File: config.mk
export PLATFORM = sky130hd
export DESIGN_NAME = reg_dump
export DESIGN_NICKNAME = d
export VERILOG_FILES = /design/src/rtl/reg_dump.sv
export SDC_FILE = /design/constraint.sdc
export NUM_CORES = 1
export LEC_CHECK = 0
export ABC_AREA = 0
export BUFFER_PORTS_ARGS = -buffer_cell sky130_fd_sc_hd__buf_4
export CAP_MARGIN = 30
export CORE_MARGIN = 3
export CORE_UTILIZATION = 43
export DETAILED_ROUTE_END_ITERATION = 8
export PLACE_DENSITY = 0.71
export SETUP_SLACK_MARGIN = 0.02
export SYNTH_ARGS = -nofsm -noshare
export SYNTH_HDL_FRONTEND = slang
export SYNTH_SLANG_ARGS = --single-unit
File: constraint.sdc
create_clock -name clk -period 1.9 [get_ports clk]
set_input_delay 0.38 -clock clk [delete_from_list [all_inputs] [get_ports clk]]
set_output_delay 0.38 -clock clk [all_outputs]
set_load 0.005 [all_outputs]
File: src/rtl/reg_dump.sv
// Scans CPU registers through the debug select port and streams each value out (macro REG_DUMP_SKIP_ZERO_EN drops zero values).
// Latency: first out_valid SETTLE+1 cycles after start is sampled; each further beat SETTLE+1 cycles after the previous transfer.
// Backpressure: a beat is held stable in SEND until out_ready; the scan stalls meanwhile.
module reg_dump #(
  parameter int unsigned FIRST_REG = 0,
  parameter int unsigned LAST_REG  = 31,
  parameter int unsigned SETTLE    = 1
) (
  input  logic        clk,
  input  logic        rst,
  input  logic        start,
  input  logic        mode_single,
  input  logic [4:0]  sel_in,
  output logic [4:0]  reg_sel,
  input  logic [31:0] reg_data,
  output logic        out_valid,
  input  logic        out_ready,
  output logic [4:0]  out_index,
  output logic [31:0] out_data,
  output logic        busy,
  output logic        done
);

  if (LAST_REG > 31 || FIRST_REG > LAST_REG || SETTLE < 1 || SETTLE > 7) begin : g_bad_params
    $error("reg_dump: illegal FIRST_REG/LAST_REG/SETTLE");
  end

  localparam logic [4:0] FIRST_IDX  = 5'(FIRST_REG);
  localparam logic [4:0] LAST_IDX   = 5'(LAST_REG);
  localparam logic [2:0] SETTLE_CNT = 3'(SETTLE);

  typedef enum logic [1:0] {
    IDLE = 2'd0,
    SEL  = 2'd1,
    SEND = 2'd2,
    DONE = 2'd3
  } state_t;

  state_t     state_q, state_d;
  logic [4:0] idx_q, idx_d;
  logic [2:0] cnt_q, cnt_d;
  logic       single_q, single_d;
  logic       capture;
  logic       advance;
  logic       last_beat;

  // Termination is decided before the increment, so LAST_REG=31 never wraps to 0.
  assign last_beat = single_q || (idx_q == LAST_IDX);

  always_comb begin
    state_d   = state_q;
    idx_d     = idx_q;
    cnt_d     = cnt_q;
    single_d  = single_q;
    capture   = 1'b0;
    advance   = 1'b0;
    reg_sel   = idx_q;
    out_valid = 1'b0;
    busy      = 1'b1;
    done      = 1'b0;

    case (state_q)
      IDLE: begin
        reg_sel = sel_in;
        busy    = 1'b0;
        if (start) begin
          single_d = mode_single;
          idx_d    = mode_single ? sel_in : FIRST_IDX;
          cnt_d    = SETTLE_CNT;
          state_d  = SEL;
        end
      end
      SEL: begin
        if (cnt_q != 3'd0) begin
          cnt_d = cnt_q - 3'd1;
        end else begin
          capture = 1'b1;
`ifdef REG_DUMP_SKIP_ZERO_EN
          if (reg_data == 32'd0) begin
            advance = 1'b1;
          end else begin
            state_d = SEND;
          end
`else
          state_d = SEND;
`endif
        end
      end
      SEND: begin
        out_valid = 1'b1;
        if (out_ready) begin
          advance = 1'b1;
        end
      end
      DONE: begin
        done    = 1'b1;
        state_d = IDLE;
      end
      default: state_d = IDLE;
    endcase

    // A skipped zero takes the same path as a transferred beat.
    if (advance) begin
      if (last_beat) begin
        state_d = DONE;
      end else begin
        idx_d   = idx_q + 5'd1;
        cnt_d   = SETTLE_CNT;
        state_d = SEL;
      end
    end
  end

  always_ff @(posedge clk) begin
    if (!rst) begin
      state_q   <= IDLE;
      idx_q     <= 5'd0;
      cnt_q     <= 3'd0;
      single_q  <= 1'b0;
      out_index <= 5'd0;
      out_data  <= 32'd0;
    end else begin
      state_q  <= state_d;
      idx_q    <= idx_d;
      cnt_q    <= cnt_d;
      single_q <= single_d;
      if (capture) begin
        out_index <= idx_q;
        out_data  <= reg_data;
      end
    end
  end

endmodule

Yosys cells after proc, flatten, opt, wreduce, memory -nomap -nowiden
Cells that the tools add are included.
Operators by class
  $add $sub $neg: 2
  reductions and logical operators: 6
  mux-type cells: 23
  equality and inequality tests: 6
Operator list (count)
  two-way mux 5 bit: 6
  two-way mux 3 bit: 4
  two-way mux 2 bit: 4
  two-way mux 1 bit: 7
  inequality test 3 bit (second input constant): 2
  case mux 2 bit (3 select lines): 1
  case mux 3 bit (2 select lines): 1
  adder 5 x 1 -> 5 bit (second input constant): 1
  == test 5 bit (second input constant): 1
  == test 2 bit (second input constant): 2
  nonzero test 4 bit: 1
  AND reduction 3 bit: 1
  nonzero test 3 bit: 1
  subtractor 3 x 1 -> 3 bit (second input constant): 1
  == test 2 x 1 -> 1 bit (second input constant): 1
  logical NOT 2 bit: 1
  AND reduction 2 bit: 1
  logical OR 1 bit: 1
Word-level totals
  register bits: 48
  input port bits: 42
  word-level logic and storage cells: 43

Depth between registers and ports, before layout
Gate-level depths: netlist (run 1).
  depth after elaboration: 5
  mapped depth: 8

Worst setup path after synthesis (run 1)
No wires, ideal clock.
  path kind: reg-to-reg
  start: reg idx_q[0]
  end: reg idx_q[4]
  clock period less this slack: 1.915 ns
  cell stages (with the launch flop): 9
  library setup time: 0.123 ns
  slack: -0.015 ns
  path buffers: 1
  data arrival time: 1.792 ns
  path through: dfxtp_1 -> ha_1 -> and3_1 -> ha_1 -> or3b_4 -> or2_0 -> buf_2 -> o21ai_0 -> a31oi_1
Between the ends
  cells in the longest elaborated chain, start to end: 4
RTL lines
  from (decl): RTL line 40  | logic [4:0] idx_q, idx_d;
  from (signal assigned): RTL line 124  | idx_q <= idx_d;
  branches (longest 2 deep; another with adder 5 x 1 -> 5 bit)
  two-way mux 5 bit (*): RTL line 104  | if (last_beat) begin
  two-way mux 5 bit (*): RTL line 103  | if (advance) begin
Every way passes the cells marked *.
A chain may end at the register's enable or synchronous reset.

Final worst setup path (run 1)
  start: reg idx_q[0]
  end: reg idx_q[3]
Same word-level chain as after synthesis.

==> impl_metrics.ini, run 1 <==
[yosys]
synth_edf_count = 0
syn_nets = 294
synth_seq_cells = 48
synth_ff_type = dfxtp_1
synthArstFlopShare_pct = 0
synth_area_um2 = 2120
ys_warn_count = 0
synthDistinctLibCells = 38
synthCells = 248
synth.avg_cell_area_um2 = 8.56
ys_seq_area_share_pct = 45.3

[power]
p_comb_share_pct = 21.6
p_switching_w = 0.000596
power_density_nw_per_um2 = 749
p_int_w = 0.00163
fin_total_pwr_w = 0.00222
leakage_nw = 1.25
seqPwrFrac_pct = 50.0
netSwitchingFraction_pct = 26.8
pwr-share-clk_pct = 28.4
peakVddDrop_v = 0.000390

[place]
dpl.hpwl_mm = 3.43
place_inst = 391
gp_congestion = 0.785
io_buffers = 86

[global_route]
grt_pass1_wl_mm = 8.35
antenna_found_initial = 0
overflow = 0
grt_pass1_vias = 1855
grt_max_degree = 38
grt_usage_pct = 17.1

[clock_tree]
postCtsHoldBufs = 0
cts-buffers-inserted = 5
clockBufferDepth = 2
cts-root-buf = clkbuf_8
cts_tree = yes
clock_sinks = 48
h-tree-depth = 2
clock_latency_ps = 300
clk_pin_slew_ps = 90

[worst_setup_path]
cp_max_fo = 5
crit_slowest_cell = or3b_4
crit_path_max_incr_delay_ps = 400
start_kind = flip-flop
crit_type = flip-flop to flip-flop
cp.required_ps = 2100
end_kind = flip-flop
path_cells = ha_4 > and3_4 > ha_4 > or3b_4 > nor2_1 > o21ai_0 > o311ai_0
critPathArrivalTime_ps = 2060
crit_top_cell = ha_4

[sta]
period_needed_ps = 1860
worstMarginPinSlew_ps = 568
finalSetupTns_ps = 0
final_hold_viol_count = 0
slew_viol_final = 0
timing.hold.ws_ps = 320
setup_viol = 0
rsz0062_at_grt = yes
finalCritPeriodShare_pct = 97.7
skew_ps = 4.53
fmax_mhz = 539
slew_headroom_pct = 62.0

[floorplanning]
dieArea_um2 = 5810
core-area_um2 = 4560
die_h_um = 76.3
rows = 24
io_pins = 87
start_util_pct = 46.5
die_w_um = 76.3

[job]
drv_cap = 0

[drt]
viasPerCell = 4.80
drt_pass1_iterations = 4
postRouteAntennaNets = 0
wl_mm = 4.92
route.detailed.drc = 0
routedWlPerCell_um = 12.3
drt_iter0_drc = 56
via_count = 1918

[layout]
drive_gt1_share_pct = 36.4
diodes = 0
fin_cells = 400
syn2layout_area_growth_pct = 39.9
fin_nets = 380

[status]
status = finished, final reports clean

[min_path]
min_path_type = primary input to flip-flop
-- synthesized netlist by cell type (3+ instances only) --
| master | count | area (µm²) |
|---|---|---|
| inv_1 | 4 | 15.0 |
| ha_1 | 4 | 50.1 |
| nor2_1 | 5 | 18.8 |
| a21boi_0 | 26 | 195 |
| nor2b_1 | 4 | 25.0 |
| buf_2 | 7 | 35.0 |
| a21boi_1 | 12 | 90.1 |
| nand2b_1 | 3 | 18.8 |
| nand3_1 | 5 | 25.0 |
| buf_6 | 3 | 33.8 |
| clkbuf_1 | 5 | 18.8 |
| dfxtp_1 | 48 | 961 |
| o21ai_0 | 4 | 20.0 |
| mux2_2 | 6 | 67.6 |
| nand2_1 | 83 | 312 |
-- cells in the final DEF (no fill, tap or decap), types with 3 or more instances in the layout --
cell       n
a21boi_0  26
a21boi_1  12
buf_4     93
clkbuf_8   6
dfxtp_1   45
dfxtp_2    3
inv_1      4
mux2_2     6
nand2_1   83
nand2b_1   3
nand3_1    5
nor2_1     5
nor2b_1    4
-- worst max-delay path, delay by kind of cell (launching register included) --
family | cells | cell delay (ps)
flip-flops | 1 | 340
AO/OA/AOI/OAI | 2 | 250
adder cells (fa/ha/maj) | 2 | 310
AND/OR/NAND/NOR | 3 | 860
-- final cells by class --
cell class	count	area, µm²
Fill cell	423	1600
Multi-Input combinational cell	180	1080
Sequential cell	48	965
Timing Repair Buffer	95	729
Clock buffer	7	86.3
Tap cell	65	81.3
Inverter	4	15.0
Clock inverter	1	7.51
-- state kept, by name, indices dropped and copies added (netlist names) --
register and count:
cnt_q 3, idx_q 5, out_data 32, out_index 5
single_q 1, state_q 2
-- power by group through the flow --
| stage | clock (W) | combinational [W] | sequential [W] |
|---|---|---|---|
| global route | 0.000693 | 0.000532 | 0.00112 |
| floorplan | 0 | 0.000255 | 0.00113 |
| global placement | 0 | 0.000478 | 0.00113 |
| detailed placement | 0 | 0.000481 | 0.00113 |
| CTS | 0.000652 | 0.000484 | 0.00111 |
| finish | 0.000631 | 0.000480 | 0.00111 |
-- logic make-up after synthesis --
kind of cell / after synthesis / share of synthesized area [%]
flops: 48 / 45.3
mux: 7 / 3.66
fa+ha+maj: 4 / 2.36
compound gates: 54 / 18.9
simple gates: 114 / 24.2
buf+inv: 20 / 5.19
xor+xnor: 1 / 0.413
-- worst paths after layout --
check | from | to | slack [ps] | cells past startpoint
setup reg to reg | idx_q[0] | idx_q[3] | 40 | 7
setup / recovery | idx_q[0] | idx_q[3] | 40 | 7
hold reg to reg | out_data[6] | out_data[6] | 450 | 2
hold / removal | reg_data[6] | out_data[6] | 320 | 3
-- layer usage --
layer | GRT usage, % | share of wire [%] | vias up
li1 | - | - | 994
met1 | 20.4 | 47 | 859
met2 | 29.7 | 46 | 59
met3 | 5.44 | 6.7 | 6
met4 | 4.35 | 0.95 | 0
met5 | 0 | 0 | -
-- per-stage QoR --
stage          setup slack [ps]  area (µm²)  util, %
6_report                   43.3        2970     65.0
5_1_grt                   -30.3        2970     65.0
4_1_cts                    20.9        2930     64.1
3_5_place_dp              -37.5        2830     62.0
3_3_place_gp               24.5        2830     62.0
2_1_floorplan              37.2        2130        -
-- what timing repair did --
item	in CTS	in global routing
gates resized for setup	2	9
setup endpoints to repair	3	10
buffers inserted	0	1
cloned	0	0
pin swaps	0	4
endpoints found under the hold margin	0	0
Note: power is estimated with default switching activity, not from simulation.
==> run 2: changes to the inputs <==
--- a/config.mk
+++ b/config.mk
@@ -12,7 +12,7 @@
 export CORE_UTILIZATION = 43
 export DETAILED_ROUTE_END_ITERATION = 8
 export PLACE_DENSITY = 0.71
-export SETUP_SLACK_MARGIN = 0.02
+export SETUP_SLACK_MARGIN = 0.2
 export SYNTH_ARGS = -nofsm -noshare
 export SYNTH_HDL_FRONTEND = slang
 export SYNTH_SLANG_ARGS = --single-unit
==> run 2 against run 1 <==
Effect of this change: wire length up 2.1%; die area unchanged; final area up 2.7%; combinational power up 9.8%; clock power down 3%; non-clock buffer count up 4; hold slack better by 5.8 ps.
==> impl_metrics.ini, run 2 (synthesized netlist as in run 1, its figures left out) <==
[layout]
largest-register = out_data
drive_gt1_share_pct = 38.3
fin_nets = 384
finalInstanceArea_um2 = 3050
reg_top3 = out_data: 32 flops, idx_q: 5 flops, out_index: 5 flops
largest_reg_flops = 32
final_common_cell = buf_4
syn2layout_area_growth_pct = 43.6
diodes = 0
nFillCells = 418
mostFrequentLayoutCells = buf_4 (93), nand2_1 (83), dfxtp_1 (45)

[clock_tree]
cts-buffers-inserted = 5
cts_tree = yes
clock_latency_ps = 290
clock_sinks = 48
h-tree-depth = 2
cts-root-buf = clkbuf_8
clk_pin_slew_ps = 90
clockBufferDepth = 2

[place]
dpl.hpwl_mm = 3.63
gp_congestion = 0.774
io_buffers = 86
place_area_um2 = 2880

[global_route]
grt_pass1_wl_mm = 8.45
grt_max_degree = 38
grt_usage_pct = 17.0
busiest_layer = met2
grtUsageMet2_pct = 27.9
grt_pass1_vias = 1842
use_met1_pct = 22.2
grt.met3_usage_pct = 5.44
antenna_found_initial = 0
overflow = 0

[sta]
finalCritPeriodShare_pct = 95.5
slew_viol_final = 0
slew_headroom_pct = 73.7
worstMarginPinSlew_ps = 393
rsz0062_at_grt = yes
finalSetupTns_ps = 0
timing.hold.ws_ps = 326
fmax_mhz = 551
setup_viol = 0
final_hold_viol_count = 0
skew_ps = 6.91
period_needed_ps = 1810

[worst_setup_path]
r2r_setup_slack_ps = 90
crit_start = idx_q[0]
end_kind = flip-flop
start_kind = flip-flop
cp.required_ps = 2130
crit_slowest_cell = or3b_4
crit_top_cell = ha_4
rr_startpoint = idx_q[0]
cp_max_fo = 6
crit_path_max_incr_delay_ps = 390
critPathArrivalTime_ps = 2040
path_cells = ha_4 > and3_4 > ha_4 > or3b_4 > or2_4 > o211ai_2 > and2_1
crit_type = flip-flop to flip-flop

[floorplanning]
die_w_um = 76.3
core-area_um2 = 4560
die_h_um = 76.3
start_util_pct = 46.5
rows = 24
dieArea_um2 = 5810
io_pins = 87

[power]
p_int_w = 0.00166
leakage_nw = 1.30
power_density_nw_per_um2 = 738
fin_total_pwr_w = 0.00225
peakVddDrop_v = 0.000466
p_switching_w = 0.000592
pwr-share-clk_pct = 27.3
p_comb_share_pct = 23.4
seqPwrFrac_pct = 49.2
netSwitchingFraction_pct = 26.3

[drt]
wl_mm = 5.03
routedWlPerCell_um = 12.4
postRouteAntennaNets = 0
via_count = 1911
drt_iter0_drc = 35
route.detailed.drc = 0
viasPerCell = 4.73
drt_pass1_iterations = 4

[job]
drv_cap = 0

[status]
status = finished, final reports clean

[min_path]
min_path_type = primary input to flip-flop
min_from = reg_data[30]
-- run 2: layer usage --
metal / routed length (µm) / part of all wire [%]
met4: 19 / 0.38
met2: 2340 / 47
met3: 312 / 6.2
met1: 2360 / 47
met5: 0 / 0
-- run 2: cell type report --
cell class	instances	area (µm²)	share of cell area, %
repair buffers	99	774	25.4
inverters	4	15.0	0.493
clock buffers	7	86.3	2.83
well taps	65	81.3	2.67
flip-flops and latches	48	970	31.8
clock inverters	1	6.26	0.205
multi-input cells	180	1110	36.6
-- run 2: path summary, 6_finish.rpt --
path,end,cells after the start
max,idx_q[0],7
min,out_data[30],3
max reg2reg,idx_q[0],7
min reg2reg,out_data[8],2
-- run 2: power by group through the flow --
stage	registers [W]	clock network, W	logic, W
2_1_floorplan	0.00113	0	0.000257
3_3_place_gp	0.00113	0	0.000490
3_5_place_dp	0.00113	0	0.000492
6_report	0.00111	0.000615	0.000527
4_1_cts	0.00111	0.000640	0.000519
5_1_grt	0.00112	0.000687	0.000579
-- run 2: critical path: cells and delay by family, from the launching register on --
kind / cells / cell delay (ps)
adder cells (fa/ha/maj): 2 / 290
AO/OA/AOI/OAI: 1 / 130
AND/OR/NAND/NOR: 4 / 970
flip-flops: 1 / 360
-- run 2: through the flow --
step	util (%)	instances	worst slack (ps)
after floorplan	-	248	68.2
after global placement	63.0	393	26.4
after detailed placement	63.0	393	0.245
after CTS	66.2	403	90.1
after global routing	66.8	404	34.2
final	66.8	404	85.4
-- run 2: timing repair --
| item | 4_1_cts | 5_1_grt |
|---|---|---|
| buffers inserted | 2 | 1 |
| endpoints found under the setup margin | 13 | 13 |
| hold buffers | 0 | 0 |
| pin swaps | 1 | 0 |
| resized for setup | 14 | 5 |
| hold endpoints to repair | 0 | 0 |
